[src/rtl/load_store_unit.sv]
// Load/store unit: sits between the memory pipeline stage and a req/gnt/rvalid
// data memory port. It checks size legality and alignment, builds byte lanes
// for stores, extends load data, and holds the pipeline until the access ends.
// Optional build macro: LSU_TIMEOUT_EN adds a 6-bit watchdog that aborts a
// request or response wait that lasts too long (TOUT state, timeout_o pulse).
module load_store_unit (
  input  logic        clk_i,
  input  logic        rst_i,
  input  logic        valid_i,
  input  logic        memrd_i,
  input  logic        memw_i,
  input  logic [2:0]  func3_i,
  input  logic [31:0] addr_i,
  input  logic [31:0] wdata_i,
  output logic        stall_o,
  output logic        done_o,
  output logic [31:0] rdata_o,
  output logic        misalign_o,
  output logic        timeout_o,
  output logic        dmem_req_o,
  output logic        dmem_we_o,
  output logic [31:0] dmem_addr_o,
  output logic [31:0] dmem_wdata_o,
  output logic [3:0]  dmem_be_o,
  input  logic        dmem_gnt_i,
  input  logic        dmem_rvalid_i,
  input  logic [31:0] dmem_rdata_i
);

  typedef enum logic [2:0] {
    ST_IDLE = 3'd0,
    ST_REQ  = 3'd1,
    ST_WAIT = 3'd2,
    ST_DONE = 3'd3,
    ST_ERR  = 3'd4,
    ST_TOUT = 3'd5
  } state_t;

  state_t      state_r;
  state_t      state_s;
  logic        accept_s;
  logic        bad_s;
  logic        tout_s;
  logic [2:0]  f3_r;
  logic [1:0]  off_r;

  // Illegal size code or address not aligned to the access size.
  function automatic logic access_bad(input logic we, input logic [2:0] f3,
                                      input logic [1:0] a);
    logic illegal;
    logic mis;
    if (we) begin
      illegal = f3[2] | (f3 == 3'b011);
    end else begin
      illegal = (f3 == 3'b011) | (f3 == 3'b110) | (f3 == 3'b111);
    end
    mis = ((f3[1:0] == 2'b01) && a[0]) ||
          ((f3[1:0] == 2'b10) && (a != 2'b00));
    return illegal | mis;
  endfunction

  // Byte enables for the word addressed on the memory port.
  function automatic logic [3:0] lane_be(input logic [2:0] f3, input logic [1:0] a);
    logic [3:0] be;
    case (f3[1:0])
      2'b00:   be = 4'b0001 << a;
      2'b01:   be = a[1] ? 4'b1100 : 4'b0011;
      default: be = 4'b1111;
    endcase
    return be;
  endfunction

  // Store data replicated so the enabled lanes carry the right bytes.
  function automatic logic [31:0] lane_wdata(input logic [2:0] f3, input logic [31:0] wd);
    logic [31:0] d;
    case (f3[1:0])
      2'b00:   d = {4{wd[7:0]}};
      2'b01:   d = {2{wd[15:0]}};
      default: d = wd;
    endcase
    return d;
  endfunction

  // Select the addressed byte/half of the read word and sign/zero extend it.
  function automatic logic [31:0] load_ext(input logic [2:0] f3, input logic [1:0] a,
                                           input logic [31:0] rd);
    logic [7:0]  b;
    logic [15:0] h;
    logic [31:0] r;
    b = rd[{a, 3'b000} +: 8];
    h = a[1] ? rd[31:16] : rd[15:0];
    case (f3)
      3'b000:  r = {{24{b[7]}}, b};
      3'b100:  r = {24'd0, b};
      3'b001:  r = {{16{h[15]}}, h};
      3'b101:  r = {16'd0, h};
      default: r = rd;
    endcase
    return r;
  endfunction

  assign accept_s = valid_i & (memrd_i | memw_i);
  // memw_i takes priority when both request lines are high
  assign bad_s    = access_bad(memw_i, func3_i, addr_i[1:0]);

`ifdef LSU_TIMEOUT_EN
  logic [5:0] cnt_r;
  logic       timeout_r;

  // The counter moves to 63 on the edge that leaves for TOUT.
  assign tout_s    = (cnt_r == 6'd62);
  assign timeout_o = timeout_r;

  // Watchdog: clear on entering REQ or WAIT, count every cycle spent there.
  always_ff @(posedge clk_i) begin
    if (rst_i) begin
      cnt_r     <= 6'd0;
      timeout_r <= 1'b0;
    end else begin
      timeout_r <= (state_s == ST_TOUT);
      if ((state_s == ST_REQ && state_r != ST_REQ) ||
          (state_s == ST_WAIT && state_r != ST_WAIT)) begin
        cnt_r <= 6'd0;
      end else if (state_r == ST_REQ || state_r == ST_WAIT) begin
        cnt_r <= cnt_r + 6'd1;
      end else begin
        cnt_r <= 6'd0;
      end
    end
  end
`else
  assign tout_s    = 1'b0;
  assign timeout_o = 1'b0;
`endif

  // Next-state logic and the combinational stall.
  always_comb begin
    state_s = state_r;
    stall_o = 1'b0;
    case (state_r)
      ST_IDLE: begin
        if (accept_s) begin
          stall_o = 1'b1;
          if (bad_s) begin
            state_s = ST_ERR;
          end else begin
            state_s = ST_REQ;
          end
        end else begin
          state_s = ST_IDLE;
        end
      end
      ST_REQ: begin
        stall_o = 1'b1;
        if (dmem_gnt_i) begin
          state_s = dmem_we_o ? ST_DONE : ST_WAIT;
        end else if (tout_s) begin
          state_s = ST_TOUT;
        end else begin
          state_s = ST_REQ;
        end
      end
      ST_WAIT: begin
        stall_o = 1'b1;
        if (dmem_rvalid_i) begin
          state_s = ST_DONE;
        end else if (tout_s) begin
          state_s = ST_TOUT;
        end else begin
          state_s = ST_WAIT;
        end
      end
      ST_DONE: state_s = ST_IDLE;
      ST_ERR:  state_s = ST_IDLE;
      ST_TOUT: state_s = ST_IDLE;
      default: state_s = ST_IDLE;
    endcase
  end

  // State register, registered status/port outputs, access latches and load data.
  always_ff @(posedge clk_i) begin
    if (rst_i) begin
      state_r      <= ST_IDLE;
      dmem_req_o   <= 1'b0;
      dmem_we_o    <= 1'b0;
      dmem_addr_o  <= 32'd0;
      dmem_wdata_o <= 32'd0;
      dmem_be_o    <= 4'b0000;
      done_o       <= 1'b0;
      misalign_o   <= 1'b0;
      rdata_o      <= 32'd0;
      f3_r         <= 3'd0;
      off_r        <= 2'd0;
    end else begin
      state_r    <= state_s;
      dmem_req_o <= (state_s == ST_REQ);
      done_o     <= (state_s == ST_DONE) || (state_s == ST_ERR) || (state_s == ST_TOUT);
      misalign_o <= (state_s == ST_ERR);
      if (state_r == ST_IDLE && accept_s && !bad_s) begin
        f3_r         <= func3_i;
        off_r        <= addr_i[1:0];
        dmem_we_o    <= memw_i;
        dmem_addr_o  <= {addr_i[31:2], 2'b00};
        dmem_wdata_o <= lane_wdata(func3_i, wdata_i);
        dmem_be_o    <= lane_be(func3_i, addr_i[1:0]);
      end
      if (state_r == ST_WAIT && dmem_rvalid_i) begin
        rdata_o <= load_ext(f3_r, off_r, dmem_rdata_i);
      end
    end
  end

endmodule

[config.mk]
export PLATFORM = sky130hd
export DESIGN_NAME = load_store_unit
export DESIGN_NICKNAME = d
export VERILOG_FILES = /design/src/rtl/load_store_unit.sv
export SDC_FILE = /design/constraint.sdc
export NUM_CORES = 1
export LEC_CHECK = 0
export ABC_CLOCK_PERIOD_IN_PS = 1940
export CAP_MARGIN = 20
export CORE_ASPECT_RATIO = 2
export CORE_MARGIN = 8
export CORE_UTILIZATION = 42
export CTS_CLUSTER_SIZE = 24
export DETAILED_ROUTE_END_ITERATION = 8
export PLACE_DENSITY = 0.79
export SLEW_MARGIN = 20
export SYNTH_ARGS = -nofsm -noshare
export SYNTH_HDL_FRONTEND = slang
export SYNTH_SLANG_ARGS = --single-unit
[constraint.sdc]
create_clock -name clk_i -period 1.94 [get_ports clk_i]
set_input_delay 0.388 -clock clk_i [delete_from_list [all_inputs] [get_ports clk_i]]
set_output_delay 0.388 -clock clk_i [all_outputs]
set_load 0.005 [all_outputs]
# After elaboration in Yosys (flattened, before gate mapping)
# Cells that the tools add are included.
# word_totals
ff_bits,110
output_inout_bits,106
# classes
eq_ne,14
n_shift,2
mux,14
bitwise_logic,6
reduce_logical,14
# ops
operator,n
one-hot mux 32 bit (4 select lines),1
one-hot mux 32 bit (2 select lines),1
variable part select 32 x 6 -> 8 bit,1
== test 3 bit (second input constant),6
two-way mux 16 bit,1
== test 3 x 1 -> 1 bit (second input constant),3
== test 3 x 2 -> 1 bit (second input constant),3
one-hot mux 3 bit (3 select lines),1
one-hot mux 4 bit (2 select lines),1
logical NOT 3 bit,2
two-way mux 3 bit,2
logical AND 1 bit,5
OR 1 bit,5
two-way mux 1 bit,4
two-way mux 4 bit,1
<< shifter 1 x 2 -> 4 bit (first input constant),1
logical OR 1 bit,3
== test 2 x 1 -> 1 bit (second input constant),1
== test 2 bit (second input constant),1
logical NOT 2 bit,1
two-way mux 2 bit,1
one-hot mux 1 bit (2 select lines),1
nonzero test 2 bit,1
OR reduction 2 bit,1
other kinds (2),2

# Depth between registers and ports, before layout
# depth
ltp_word,11
ltp_mapped,6

# Worst setup path before layout
# No wires, ideal clock.
# synth_path
path_kind,input -> register
startpoint,input port addr_i[1]
endpoint,register dmem_wdata_o[10]
setup_time_ns,0.091
arrival_time_ns,1.470
required_ns,1.849
path_slack_ns,0.379
path_stages,6
cell_sequence,nor4_2 -> o221a_2 -> buf_4 -> buf_4 -> nor2_1 -> a311oi_1
# synth_via
elab_chain_len,6
# synth_rtl
element,line,source
start: declaration,13,"input logic [31:0] addr_i,"
nonzero test 2 bit,58,((f3[1:0] == 2'b10) && (a != 2'b00));
logical AND 1 bit,58,
logical OR 1 bit,57,mis = ((f3[1:0] == 2'b01) && a[0]) ||
OR 1 bit,59,return illegal | mis;
logical NOT 1 bit,199,if (state_r == ST_IDLE && accept_s && !bad_s) begin
logical AND 1 bit,199,
end signal: assignment,204,"dmem_wdata_o <= lane_wdata(func3_i, wdata_i);"
end: declaration,23,"output logic [31:0] dmem_wdata_o,"
# Every way passes these cells.
# A chain may end at the register's enable or synchronous reset.

# Final worst setup path
# layout_path
startpoint,input port memw_i
endpoint,register dmem_wdata_o[8]
# layout_via
elab_chain_len,4
# layout_rtl
element,line,source
start: declaration,11,"input logic memw_i,"
OR 1 bit or two-way mux 1 bit (tied branches),"102, 52",
bitwise AND 1 bit or OR 1 bit (tied branches),"102, 59",
logical AND 1 bit or logical NOT 1 bit (tied branches),199,
logical AND 1 bit (*),199,
# Every way passes the cells marked *; elsewhere a longest branch is shown, timed or not.

==> results.json <==
{
  "chipHeight_um": 168,
  "firstDrtPassIters": 4,
  "end_kind": "flip-flop",
  "viasPerCell": 5.39,
  "required_ns": 2.19,
  "ys_seq_area_frac": 0.456,
  "cts_hold_buf": 0,
  "layout_min_cycle_time_ns": 1.85,
  "relSlewSlack": 0.553,
  "fin_skew_ns": 0.00886,
  "ctsRootBufferMaster": "clkbuf_16",
  "rows": 55,
  "grt_overflow_total": 0,
  "worstMarginPinSlew_ns": 0.670,
  "drv_cap": 0,
  "postSynthCellCount": 589,
  "syn2layout_area_growth_pct": 56.6,
  "hold_viol": 0,
  "cts_buffer_depth": 2,
  "layoutNonFillerInstCount": 946,
  "drive_gt1_frac": 0.0872,
  "die_x_um": 91.8,
  "place.gp.congestion": 0.892,
  "synth.distinct_cells": 44,
  "final_util": 0.669,
  "finalCritPeriodShare": 0.952,
  "initial_core_util": 0.427,
  "ios": 212,
  "crit_arrival_ns": 2.09,
  "status": "finished clean",
  "peakVddDrop_uv": 536,
  "vias": 5095,
  "fin_nets": 904,
  "cts.sinks": 110,
  "final-max-slew-violation-count": 0,
  "grt_usage": 0.219,
  "ys_ff_latch": 110,
  "crit_end": "dmem_wdata_o[8]",
  "crit_type": "primary input to flip-flop",
  "cts_tree": "yes",
  "clkLatencyLatePin_ns": 0.35,
  "rsz0062_at_grt": "false",
  "wire_per_inst_um": 18.3,
  "dieArea_um2": 15400,
  "crit_path_start": "memw_i",
  "h-tree-depth": 3,
  "synth.cell_area_um2": 4820,
  "cts_buffers": 9,
  "drt_iter0_markers": 244,
  "cp-start-kind": "primary input",
  "n_fill_cell": 948,
  "drt_wl_total_mm": 17.4,
  "drcViolationCount": 0,
  "synth_area_per_cell_um2": 8.19,
  "tns_ns": 0,
  "yosysTopAreaCellShare": 0.456,
  "powerDensity_nw_per_um2": 675,
  "antenna_found_initial": 1,
  "io_buffers": 208,
  "worstReg2RegEnd": "rdata_o[13]",
  "max_freq_ghz": 0.541,
  "rrSetupSlack_ns": 0.16,
  "grt_max_degree": 60,
  "cts_setup_buffers": 0,
  "grt_pass1_wl_mm": 26.9,
  "setup-violations-final": 0,
  "yosysWarnings": 0,
  "hold_class": "flip-flop to flip-flop",
  "core-area_um2": 11300,
  "synth_area_leaders": "dfxtp_1 (46%), nand2_1 (11%), a21oi_1 (7.0%)",
  "dpl.hpwl_mm": 13.7,
  "timing.rr.start": "f3_r[0]",
  "synth_area_leader_cell": "dfxtp_1",
  "worst-r2r-cell-count": 5,
  "path_clk_slew_ns": 0.08,
  "worstPathMaxFanout": 43,
  "ant_nets": 0,
  "power.leakage_nw": 2.62,
  "dp.cells": 929,
  "first_global_vias": 5266,
  "hold_depth": 2
}
==> worst max-delay path, cell delays in order <==
cell	delay, ns
clkdlybuf4s50_1	0.48
a221oi_2	0.36
o221a_4	0.29
buf_12	0.21
nor2_1	0.07
a311oi_1	0.28
==> logic make-up (layout without fill, tap and decap cells) <==
kind of cell | count (synthesis) | count (layout) | synth area share
buffers and inverters | 55 | 267 | 0.0513
AND/OR/NAND/NOR | 226 | 226 | 0.200
multiplexers | 27 | 27 | 0.0604
AO/OA/AOI/OAI | 170 | 170 | 0.231
other | 1 | 4 | 0.000777
flip-flops | 110 | 110 | 0.456
==> placed cells by master, fill, tap and decap left out, drive strengths merged, types with 4 or more instances in the layout <==
master,n
a211oi,43
a21o,4
a21oi,67
a311oi,10
buf,39
clkbuf,12
clkdlybuf4s50,206
clkinv,4
dfxtp,110
inv,6
mux2,7
mux2i,19
nand2,139
nand3b,7
nor2,52
nor2b,7
nor3,4
nor4bb,4
o211ai,8
o21ai,22
==> cell type report <==
class / count / area [um2] / area share
clock inverter: 5 / 42.5 / 0.00563
inverter: 5 / 18.8 / 0.00248
clock buffer: 11 / 243 / 0.0321
timing repair buffer: 246 / 2430 / 0.322
antenna: 1 / 2.50 / 0.000331
multi-input combinational: 426 / 2430 / 0.322
tap: 142 / 178 / 0.0235
sequential: 110 / 2200 / 0.292
==> registers in the layout, indices dropped and copies added, names as in the netlist <==
name / flops
off_r: 2
state_r: 3
dmem_we_o: 1
dmem_addr_o: 30
f3_r: 3
done_o: 1
dmem_req_o: 1
misalign_o: 1
rdata_o: 32
dmem_be_o: 4
dmem_wdata_o: 32
==> cells in the mapped netlist <==
master / n
nand3b_1: 7
inv_2: 1
nor4_2: 1
nor2_1: 52
a211oi_1: 42
a21oi_1: 67
a311oi_1: 10
buf_4: 6
nor4b_2: 1
a22o_1: 1
o221a_2: 1
a221oi_2: 2
inv_1: 3
nor2b_1: 7
mux2i_1: 19
and2_1: 3
o22ai_1: 2
buf_1: 4
buf_2: 15
nor3b_1: 1
clkbuf_1: 25
o211ai_1: 8
nand3_1: 3
o221ai_2: 1
a2111oi_2: 1
or3_1: 1
a221oi_1: 1
a211oi_2: 1
o21ai_0: 21
dfxtp_1: 110
conb_1: 1
clkinv_1: 1
nand2_1: 139
a22oi_1: 1
o21ai_1: 1
mux2_1: 7
or2_2: 1
a31o_1: 3
nor4bb_1: 4
a21o_1: 4
nand2b_1: 2
mux4_2: 1
a2bb2oi_1: 3
nor3_1: 4
==> worst min-delay path by stage <==
stage | startpoint | end | slack, ns
final | dmem_wdata_o[5] | dmem_wdata_o[5] | 0.46
after global routing | dmem_wdata_o[1] | dmem_wdata_o[1] | 0.47
after CTS | dmem_addr_o[6] | dmem_addr_o[6] | 0.46
after detailed placement | dmem_addr_o[6] | dmem_addr_o[6] | 0.45
after global placement | dmem_addr_o[14] | dmem_addr_o[14] | 0.44
after floorplan | dmem_addr_o[10] | dmem_addr_o[10] | 0.45
==> what timing repair did <==
| action | 4_1_cts | 5_1_grt |
|---|---|---|
| endpoints found under the setup margin | 1 | 1 |
| pin swaps | 0 | 1 |
| resized for setup | 4 | 3 |
==> where the power goes <==
part           switching, mW  leakage, nW  internal, mW
combinational          0.402         1.59         0.518
clock                  0.862        0.142         0.925
sequential            0.0514        0.893          2.34
==> through the flow <==
stage	cell area, um2	setup WS [ns]	hold WS [ns]	power (mW)
floorplan	4830	0.379	0.453	2.80
global placement	7260	-0.280	0.442	3.34
detailed placement	7260	-0.306	0.446	3.37
CTS	7550	0.0180	0.456	5.15
global route	7550	0.0525	0.475	5.32
finish	7550	0.0922	0.456	5.10
==> metal layers <==
metal / routed length (um) / up-vias / part of all wire / track usage
met2: 9360 / 202 / 0.54 / 0.407
met3: 1370 / 38 / 0.079 / 0.0766
met1: 5840 / 2383 / 0.34 / 0.197
li1: - / 2472 / - / -
met5: 0 / - / 0 / 0
met4: 784 / 0 / 0.045 / 0.125
Note: power is estimated with default switching activity, not from simulation.
